--- config.mk ---
export PLATFORM = sky130hd
export DESIGN_NAME = mem_request_scheduler
export DESIGN_NICKNAME = d
export VERILOG_FILES = /design/src/rtl/mem_request_scheduler.sv
export SDC_FILE = /design/constraint.sdc
export NUM_CORES = 1
export LEC_CHECK = 0
export CORE_AREA = 10 10 546 548
export DETAILED_ROUTE_END_ITERATION = 8
export DIE_AREA = 0 0 556 558
export PLACE_DENSITY = 0.3
export SLEW_MARGIN = 10
export SYNTH_ARGS = -nofsm -noshare
export SYNTH_HDL_FRONTEND = slang
export SYNTH_SLANG_ARGS = --single-unit
--- constraint.sdc ---
create_clock -name clk -period 6.3 [get_ports clk]
set_input_delay 0.945 -clock clk [delete_from_list [all_inputs] [get_ports clk]]
set_output_delay 0.945 -clock clk [all_outputs]
set_load 0.05 [all_outputs]
--- src/rtl/mem_request_scheduler.sv ---
// Round-robin scheduler sharing one DDR3 MIG UI port among NUM_CORES cores.
// One 32-bit word request is latched per grant, sequenced through the MIG handshakes, answered.
module mem_request_scheduler #(
  parameter int unsigned NUM_CORES      = 16,
  parameter int unsigned ADDR_WIDTH     = 28,
  parameter int unsigned APP_DATA_WIDTH = 128
) (
  input  logic                         clk,
  input  logic                         reset,
  input  logic                         init_calib_complete,
  input  logic [NUM_CORES-1:0]         core_req,
  input  logic [NUM_CORES-1:0]         core_wren,
  input  logic [32*NUM_CORES-1:0]      core_addr,
  input  logic [32*NUM_CORES-1:0]      core_wdata,
  output logic [NUM_CORES-1:0]         core_resp,
  output logic [31:0]                  core_rdata,
  output logic [$clog2(NUM_CORES)-1:0] grant_id,
  output logic                         busy,
  output logic                         app_en,
  output logic [2:0]                   app_cmd,
  output logic [ADDR_WIDTH-1:0]        app_addr,
  output logic                         app_wdf_wren,
  output logic                         app_wdf_end,
  output logic [APP_DATA_WIDTH-1:0]    app_wdf_data,
  output logic [APP_DATA_WIDTH/8-1:0]  app_wdf_mask,
  input  logic                         app_rdy,
  input  logic                         app_wdf_rdy,
  input  logic                         app_rd_data_valid,
  input  logic [APP_DATA_WIDTH-1:0]    app_rd_data
);
  localparam int unsigned IdW = $clog2(NUM_CORES);

  typedef enum logic [2:0] {StInit, StArb, StIssueRd, StWaitRd, StIssueWr, StResp} state_e;

  state_e                      r_state, w_state_nxt;
  logic [IdW-1:0]              r_rr_ptr, w_rr_ptr_nxt;
  logic [IdW-1:0]              r_grant_id, w_grant_id_nxt;
  logic                        r_busy, w_busy_nxt;
  logic                        r_app_en, w_app_en_nxt;
  logic [2:0]                  r_app_cmd, w_app_cmd_nxt;
  logic [ADDR_WIDTH-1:0]       r_app_addr, w_app_addr_nxt;
  logic                        r_wdf_wren, w_wdf_wren_nxt;
  logic [APP_DATA_WIDTH-1:0]   r_wdf_data, w_wdf_data_nxt;
  logic [APP_DATA_WIDTH/8-1:0] r_wdf_mask, w_wdf_mask_nxt;
  logic [1:0]                  r_lane, w_lane_nxt;
  logic [NUM_CORES-1:0]        r_core_resp, w_core_resp_nxt;
  logic [31:0]                 r_core_rdata, w_core_rdata_nxt;

  logic [31:0]                 w_addr_arr  [NUM_CORES];
  logic [31:0]                 w_wdata_arr [NUM_CORES];
  logic                        w_found;
  logic [IdW-1:0]              w_pick;
  logic [IdW-1:0]              w_ptr_inc;
  logic [31:0]                 w_sel_addr;
  logic [APP_DATA_WIDTH/8-1:0] w_sel_mask;
  logic [31:0]                 w_rd_word;
  logic                        w_unused_addr_bits;

  for (genvar g = 0; g < NUM_CORES; g++) begin : g_unpack
    assign w_addr_arr[g]  = core_addr[32*g +: 32];
    assign w_wdata_arr[g] = core_wdata[32*g +: 32];
  end

  // First requester at or after r_rr_ptr, wrapping modulo NUM_CORES.
  always_comb begin
    w_found = 1'b0;
    w_pick  = '0;
    for (int unsigned k = 0; k < NUM_CORES; k++) begin
      if (!w_found && core_req[IdW'((32'(r_rr_ptr) + k) % NUM_CORES)]) begin
        w_found = 1'b1;
        w_pick  = IdW'((32'(r_rr_ptr) + k) % NUM_CORES);
      end
    end
  end

  assign w_ptr_inc          = (w_pick == IdW'(NUM_CORES - 1)) ? '0 : w_pick + 1'b1;
  assign w_sel_addr         = w_addr_arr[w_pick];
  assign w_unused_addr_bits = ^{w_sel_addr[1:0], w_sel_addr[31:ADDR_WIDTH+1]};

  // Active-high byte mask: only the selected 32-bit lane is written.
  always_comb begin
    case (w_sel_addr[3:2])
      2'd0:    w_sel_mask = 16'hFFF0;
      2'd1:    w_sel_mask = 16'hFF0F;
      2'd2:    w_sel_mask = 16'hF0FF;
      default: w_sel_mask = 16'h0FFF;
    endcase
  end

  always_comb begin
    case (r_lane)
      2'd0:    w_rd_word = app_rd_data[31:0];
      2'd1:    w_rd_word = app_rd_data[63:32];
      2'd2:    w_rd_word = app_rd_data[95:64];
      default: w_rd_word = app_rd_data[127:96];
    endcase
  end

  always_comb begin
    w_state_nxt      = r_state;
    w_rr_ptr_nxt     = r_rr_ptr;
    w_grant_id_nxt   = r_grant_id;
    w_busy_nxt       = r_busy;
    w_app_en_nxt     = r_app_en;
    w_app_cmd_nxt    = r_app_cmd;
    w_app_addr_nxt   = r_app_addr;
    w_wdf_wren_nxt   = r_wdf_wren;
    w_wdf_data_nxt   = r_wdf_data;
    w_wdf_mask_nxt   = r_wdf_mask;
    w_lane_nxt       = r_lane;
    w_core_resp_nxt  = '0;
    w_core_rdata_nxt = r_core_rdata;
    case (r_state)
      StInit: begin
        if (init_calib_complete) w_state_nxt = StArb;
      end
      StArb: begin
        if (w_found) begin
          w_grant_id_nxt = w_pick;
          w_rr_ptr_nxt   = w_ptr_inc;
          w_busy_nxt     = 1'b1;
          w_app_en_nxt   = 1'b1;
          w_app_addr_nxt = {w_sel_addr[ADDR_WIDTH:4], 3'b000};
          w_lane_nxt     = w_sel_addr[3:2];
          w_wdf_data_nxt = {4{w_wdata_arr[w_pick]}};
          w_wdf_mask_nxt = w_sel_mask;
          if (core_wren[w_pick]) begin
            w_app_cmd_nxt  = 3'b000;
            w_wdf_wren_nxt = 1'b1;
            w_state_nxt    = StIssueWr;
          end else begin
            w_app_cmd_nxt  = 3'b001;
            w_state_nxt    = StIssueRd;
          end
        end
      end
      StIssueRd: begin
        if (r_app_en && app_rdy) begin
          w_app_en_nxt = 1'b0;
          w_state_nxt  = StWaitRd;
        end
      end
      StWaitRd: begin
        if (app_rd_data_valid) begin
          w_core_rdata_nxt            = w_rd_word;
          w_core_resp_nxt[r_grant_id] = 1'b1;
          w_state_nxt                 = StResp;
        end
      end
      StIssueWr: begin
        // Command and data channels are accepted independently, in either order.
        if (app_rdy) w_app_en_nxt = 1'b0;
        if (app_wdf_rdy) w_wdf_wren_nxt = 1'b0;
        if ((!r_app_en || app_rdy) && (!r_wdf_wren || app_wdf_rdy)) begin
          w_core_resp_nxt[r_grant_id] = 1'b1;
          w_state_nxt                 = StResp;
        end
      end
      StResp: begin
        w_busy_nxt  = 1'b0;
        w_state_nxt = StArb;
      end
      default: w_state_nxt = StInit;
    endcase
  end

  always_ff @(posedge clk) begin
    if (reset) begin
      r_state      <= StInit;
      r_rr_ptr     <= '0;
      r_grant_id   <= '0;
      r_busy       <= 1'b0;
      r_app_en     <= 1'b0;
      r_app_cmd    <= '0;
      r_app_addr   <= '0;
      r_wdf_wren   <= 1'b0;
      r_wdf_data   <= '0;
      r_wdf_mask   <= '0;
      r_lane       <= '0;
      r_core_resp  <= '0;
      r_core_rdata <= '0;
    end else begin
      r_state      <= w_state_nxt;
      r_rr_ptr     <= w_rr_ptr_nxt;
      r_grant_id   <= w_grant_id_nxt;
      r_busy       <= w_busy_nxt;
      r_app_en     <= w_app_en_nxt;
      r_app_cmd    <= w_app_cmd_nxt;
      r_app_addr   <= w_app_addr_nxt;
      r_wdf_wren   <= w_wdf_wren_nxt;
      r_wdf_data   <= w_wdf_data_nxt;
      r_wdf_mask   <= w_wdf_mask_nxt;
      r_lane       <= w_lane_nxt;
      r_core_resp  <= w_core_resp_nxt;
      r_core_rdata <= w_core_rdata_nxt;
    end
  end

  assign core_resp    = r_core_resp;
  assign core_rdata   = r_core_rdata;
  assign grant_id     = r_grant_id;
  assign busy         = r_busy;
  assign app_en       = r_app_en;
  assign app_cmd      = r_app_cmd;
  assign app_addr     = r_app_addr;
  assign app_wdf_wren = r_wdf_wren;
  assign app_wdf_end  = r_wdf_wren;
  assign app_wdf_data = r_wdf_data;
  assign app_wdf_mask = r_wdf_mask;

endmodule

# After elaboration in Yosys (flattened, before gate mapping)
# Cells that the tools add are included.
# word_totals
in_bits	1190
ff_bits	236
elab_cells	214
output_inout_bits	231
# classes
n_eq_ne	18
magnitude_cmp	20
muxes	97
n_bitwise	1
n_reduce_logical	49
n_addsub	16
# ops
operator	n
$bmux W32 S4	2
$pmux W32 S3	1
$lt A4 B5 Y1 const B	18
$bmux W1 S4	17
$mux W4	17
$mux W32	2
$mux W29	2
$pmux W16 S3	1
$mux W1	41
$add A4 B4 Y4 const B	8
$mux W16	2
$pmux W16 S2	1
$logic_and A1 B1 Y1	18
$mux W3	6
$pmux W3 S6	1
$logic_not A1 Y1	17
$add A4 B3 Y4 const B	4
$ne A2 B2 Y1 const B	8
$add A4 B1 Y4 const B	2
$add A4 B2 Y4 const B	2
$reduce_and A4 Y1	2
$eq A3 B2 Y1 const B	2
$eq A3 B3 Y1 const B	2
$reduce_and A2 Y1	3
other kinds (16)	22

# Longest topological paths before layout
# logic_depth
word_depth	54
depth_mapped	22
ltp_nobuf	15

# Worst setup path after synthesis
# No wires, ideal clock.
# synth_path
path_type	register to register
from	reg r_rr_ptr[1]
to	reg r_app_addr[25], in the netlist app_addr[25]
slack_ns	0.903
path_buffers	7
path_stages_with_launch	21
setup_ns	0.120
period_less_slack_ns	5.397
required_time_ns	6.180
arrival_time_ns	5.278
cell_sequence	dfxtp_1 buf_6 buf_6 clkbuf_1 inv_1 ha_1 buf_2 mux4_2 mux2_2 mux2i_2 nand2_1 or4_4 nor2_2 and4b_1 a311o_1 buf_6 buf_6 buf_6 mux2_4 a22oi_2 nand2_1
# synth_via
elab_chain_len	52
elab_cells_between_ends	114
classes_between	15 x add/sub; 67 x mux; 1 x bitwise; 31 x reduce/logical
# synth_rtl
item	line_no	text
start, declared	36	logic [IdW-1:0] r_rr_ptr, w_rr_ptr_nxt;
start signal, assigned	184	r_rr_ptr <= w_rr_ptr_nxt;
branches (longest 52 deep; another with $add A4 B1 Y4)	--	
end signal, assigned	189	r_app_addr <= w_app_addr_nxt;
end, declared	41	logic [ADDR_WIDTH-1:0] r_app_addr, w_app_addr_nxt;
# Parallel ways; which one is timed is not known. The select of a mux whose other input is x is not followed.
# A chain may end at the register's enable or synchronous reset.

# Worst setup path in the final report
# layout_path
from	reg r_rr_ptr[1]
to	reg r_app_addr[13], in the netlist app_addr[13]
# The elaborated chain is that of the path after synthesis.

==> reports/summary.txt <==
Worst-path clk slew: 0.07 ns
H-Tree Depth: 4
CTS Sinks: 126
Fin. Hold Viols: 0
synthesized area: 17470 um^2
row count: 197
FF-to-FF path depth: 16
antenna viol nets, final: 0
Max-slew headroom: 29.18%
EDFF count, synth: 0
CTS root buf: clkbuf_16
Vias per Instance: 3.154
CTS buffer count: 17
Fin Setup TNS: 0 ns
first-pass GRT wire length: 259.9 mm
post-synth top area share: 22.29%
P_sw: 15.33 mW
Placer Congestion: 0.8047
hold crit path type: flip-flop to flip-flop
die area: 310200 um^2
Worst-Margin Slew: 1.062 ns
P_int: 10.56 mW
final setup skew: 0.03871 ns
Warnings, synthesis: 0
Peak VDD IR: 0.3152 mV
core area: 286900 um^2
synth unique cells: 78
status: finished clean
via count: 23.14k
Clock Power Share: 4.8%
# fillers: 33.02k
Reg power frac: 4.4%
Starting DRT DRC Count: 1168
Fmax: 167.2 MHz
Lkg Pwr: 13.13 nW
grt ovf: 0
pin count of the biggest net entering global routing: 40
net count reported at finish: 4702
flop-to-flop setup slack: 0.32 ns
fin crit share: 94.93%
Die Width: 556 um
post-layout min period: 5.980 ns
Final setup violation count: 0
Crit. End Element: flip-flop
Crit Path Class: flip-flop to flip-flop
WP data arrival: 6.45 ns
Synth area leaders: mux2i_1 22%, dfxtp_1 14%, nand2_1 14%
Max Slew Vio Count: 0
clock latency on the worst-skew pair: 0.56 ns
main flop type after synthesis: dfxtp_1
post-synth top area cell: mux2i_1
CTS tree: done
Max Root-Sink Buffers: 2
dpl hpwl: 181.3 mm
hold path depth: 2
mean post-synth cell area: 7.607 um^2
most common cell after layout, fill and taps aside: clkdlybuf4s50_1
Synth async-reset ratio: 0%
# port buffers: 1335
Die Height: 558 um
antenna violations before repair: 150
final core utilization: 12.64%
sw frac: 59.23%
WP data required: 6.77 ns
layout cells sized above 1: 11.01%
synthesized instance count: 2296
flops & latches, synth: 126
Crit Path Max Fanout: 32
Ports: 1421
GRT Util Overall: 12.67%
pwr/cell area: 714.0 nW/um^2
max-cap viol count: 0
Syn-to-layout area delta: 107.6%
Starting Density: 6.088%
Routed WL: 207.8 mm
TritonRoute pass-1 iters: 7
via count of the first global-routing pass: 24.62k
RSZ-0062 raised after global routing: false
post-synthesis sequential area ratio: 14.44%
Logic pwr share: 90.8%
type of origin of the critical path: flip-flop
DR DRC count: 0
most frequent cells in the layout: 1333 x clkdlybuf4s50_1, 640 x nand2_1, 389 x mux2i_1, 125 x buf_4, 124 x dfxtp_1
drt wl/cell: 28.32 um
[kinds of logic (layout without fill, tap and decap cells)]
family | Yosys count | after routing | share of synthesized area, %
AOI/OAI and AO/OA | 393 | 393 | 15.88
xor gates and xnor gates | 12 | 12 | 0.6017
adders and majority gates | 9 | 9 | 0.6447
buffers and inverters | 327 | 1542 | 10.29
DFF | 126 | 126 | 14.44
muxes | 534 | 534 | 35.95
other | 1 | 45 | 0.02147
and+or+nand+nor | 894 | 894 | 22.17
[synth_stat cells, types with 16 or more instances]
master and count:
dfxtp_1 126, nor2_1 55, mux4_2 62, a21oi_1 58
buf_1 32, o21ai_0 23, a31oi_1 116, a22oi_1 104
inv_1 16, and3_1 121, buf_2 65, clkbuf_1 87
nand2_1 640, mux2i_1 389, mux2_2 67, buf_4 118
[worst max-delay path: stages, from the launching register on]
cell       delay [ns]
dfxtp_1          0.33
buf_4            0.42
ha_1             0.42
xor2_1           0.51
mux2_2           0.45
a2111oi_4        0.38
nand3_1          0.26
nor3_1           0.52
and4bb_1         0.36
a221oi_4         0.13
inv_8            0.31
buf_12           0.30
mux2i_1          0.12
mux2i_1          0.78
mux2_2           0.30
a22oi_1          0.07
nand2_1          0.10
[metrics by stage]
step | instances | setup WS, ns | total power, mW | hold WS (ns) | area (um^2)
after floorplan | 2300 | 0.9026 | 13.92 | 0.6147 | 17480
after global placement | 7265 | -0.1108 | 25.83 | 0.4420 | 35560
after detailed placement | 7265 | -0.06186 | 25.81 | 0.4499 | 35560
after CTS | 7296 | 0.2580 | 27.22 | 0.4617 | 36140
after global routing | 7313 | 0.003888 | 28.08 | 0.4848 | 36200
final | 7336 | 0.3196 | 25.89 | 0.4577 | 36260
[worst paths after layout]
| kind | end | from |
|---|---|---|
| min | core_rdata[25] | core_rdata[25] |
| max | app_addr[13] | r_rr_ptr[1] |
| max reg2reg | app_addr[13] | r_rr_ptr[1] |
| min reg2reg | core_rdata[25] | core_rdata[25] |
[power groups by stage]
stage / Clock, mW / Combinational, mW / Sequential, mW
3_3_place_gp: 0 / 24.7 / 1.16
6_report: 1.25 / 23.5 / 1.13
5_1_grt: 1.35 / 25.6 / 1.16
4_1_cts: 1.36 / 24.7 / 1.15
3_5_place_dp: 0 / 24.6 / 1.17
2_1_floorplan: 0 / 12.6 / 1.35
[what timing repair did]
action / 4_1_cts / 5_1_grt
endpoints found under the setup margin: 0 / 3
buffers inserted: 0 / 0
hold buffers: 0 / 0
resized for setup: 0 / 3
[sequential cells by signal, summed over array words and instances (netlist names), 2 cells and up]
register / cells
app_addr: 25
app_wdf_data: 32
app_wdf_mask: 4
core_rdata: 32
core_resp: 16
grant_id: 4
r_lane: 2
r_rr_ptr: 4
r_state: 3
[cell type report]
class / count / area [um^2] / share of cell area [%]
diodes: 40 / 100.1 / 0.2761
clock buffers: 17 / 425.4 / 1.173
clock inverters: 14 / 158.9 / 0.4382
inverters: 19 / 83.83 / 0.2312
multi-input cells: 1847 / 13290 / 36.65
flip-flops and latches: 126 / 2525 / 6.963
well taps: 3781 / 4731 / 13.05
repair buffers: 1492 / 14950 / 41.22
[metal layers]
| metal | part of all wire [%] | vias to the layer above | track usage (%) | routed length [um] |
|---|---|---|---|---|
| met5 | 0.25 | - | 0 | 514 |
| met4 | 1.6 | 86 | 2.444 | 3307 |
| met3 | 10 | 248 | 5.547 | 20700 |
| met2 | 51 | 1211 | 23.40 | 106800 |
| met1 | 37 | 10894 | 13.32 | 76430 |
| li1 | - | 10696 | - | - |
Note: power is estimated with default switching activity, not from simulation.
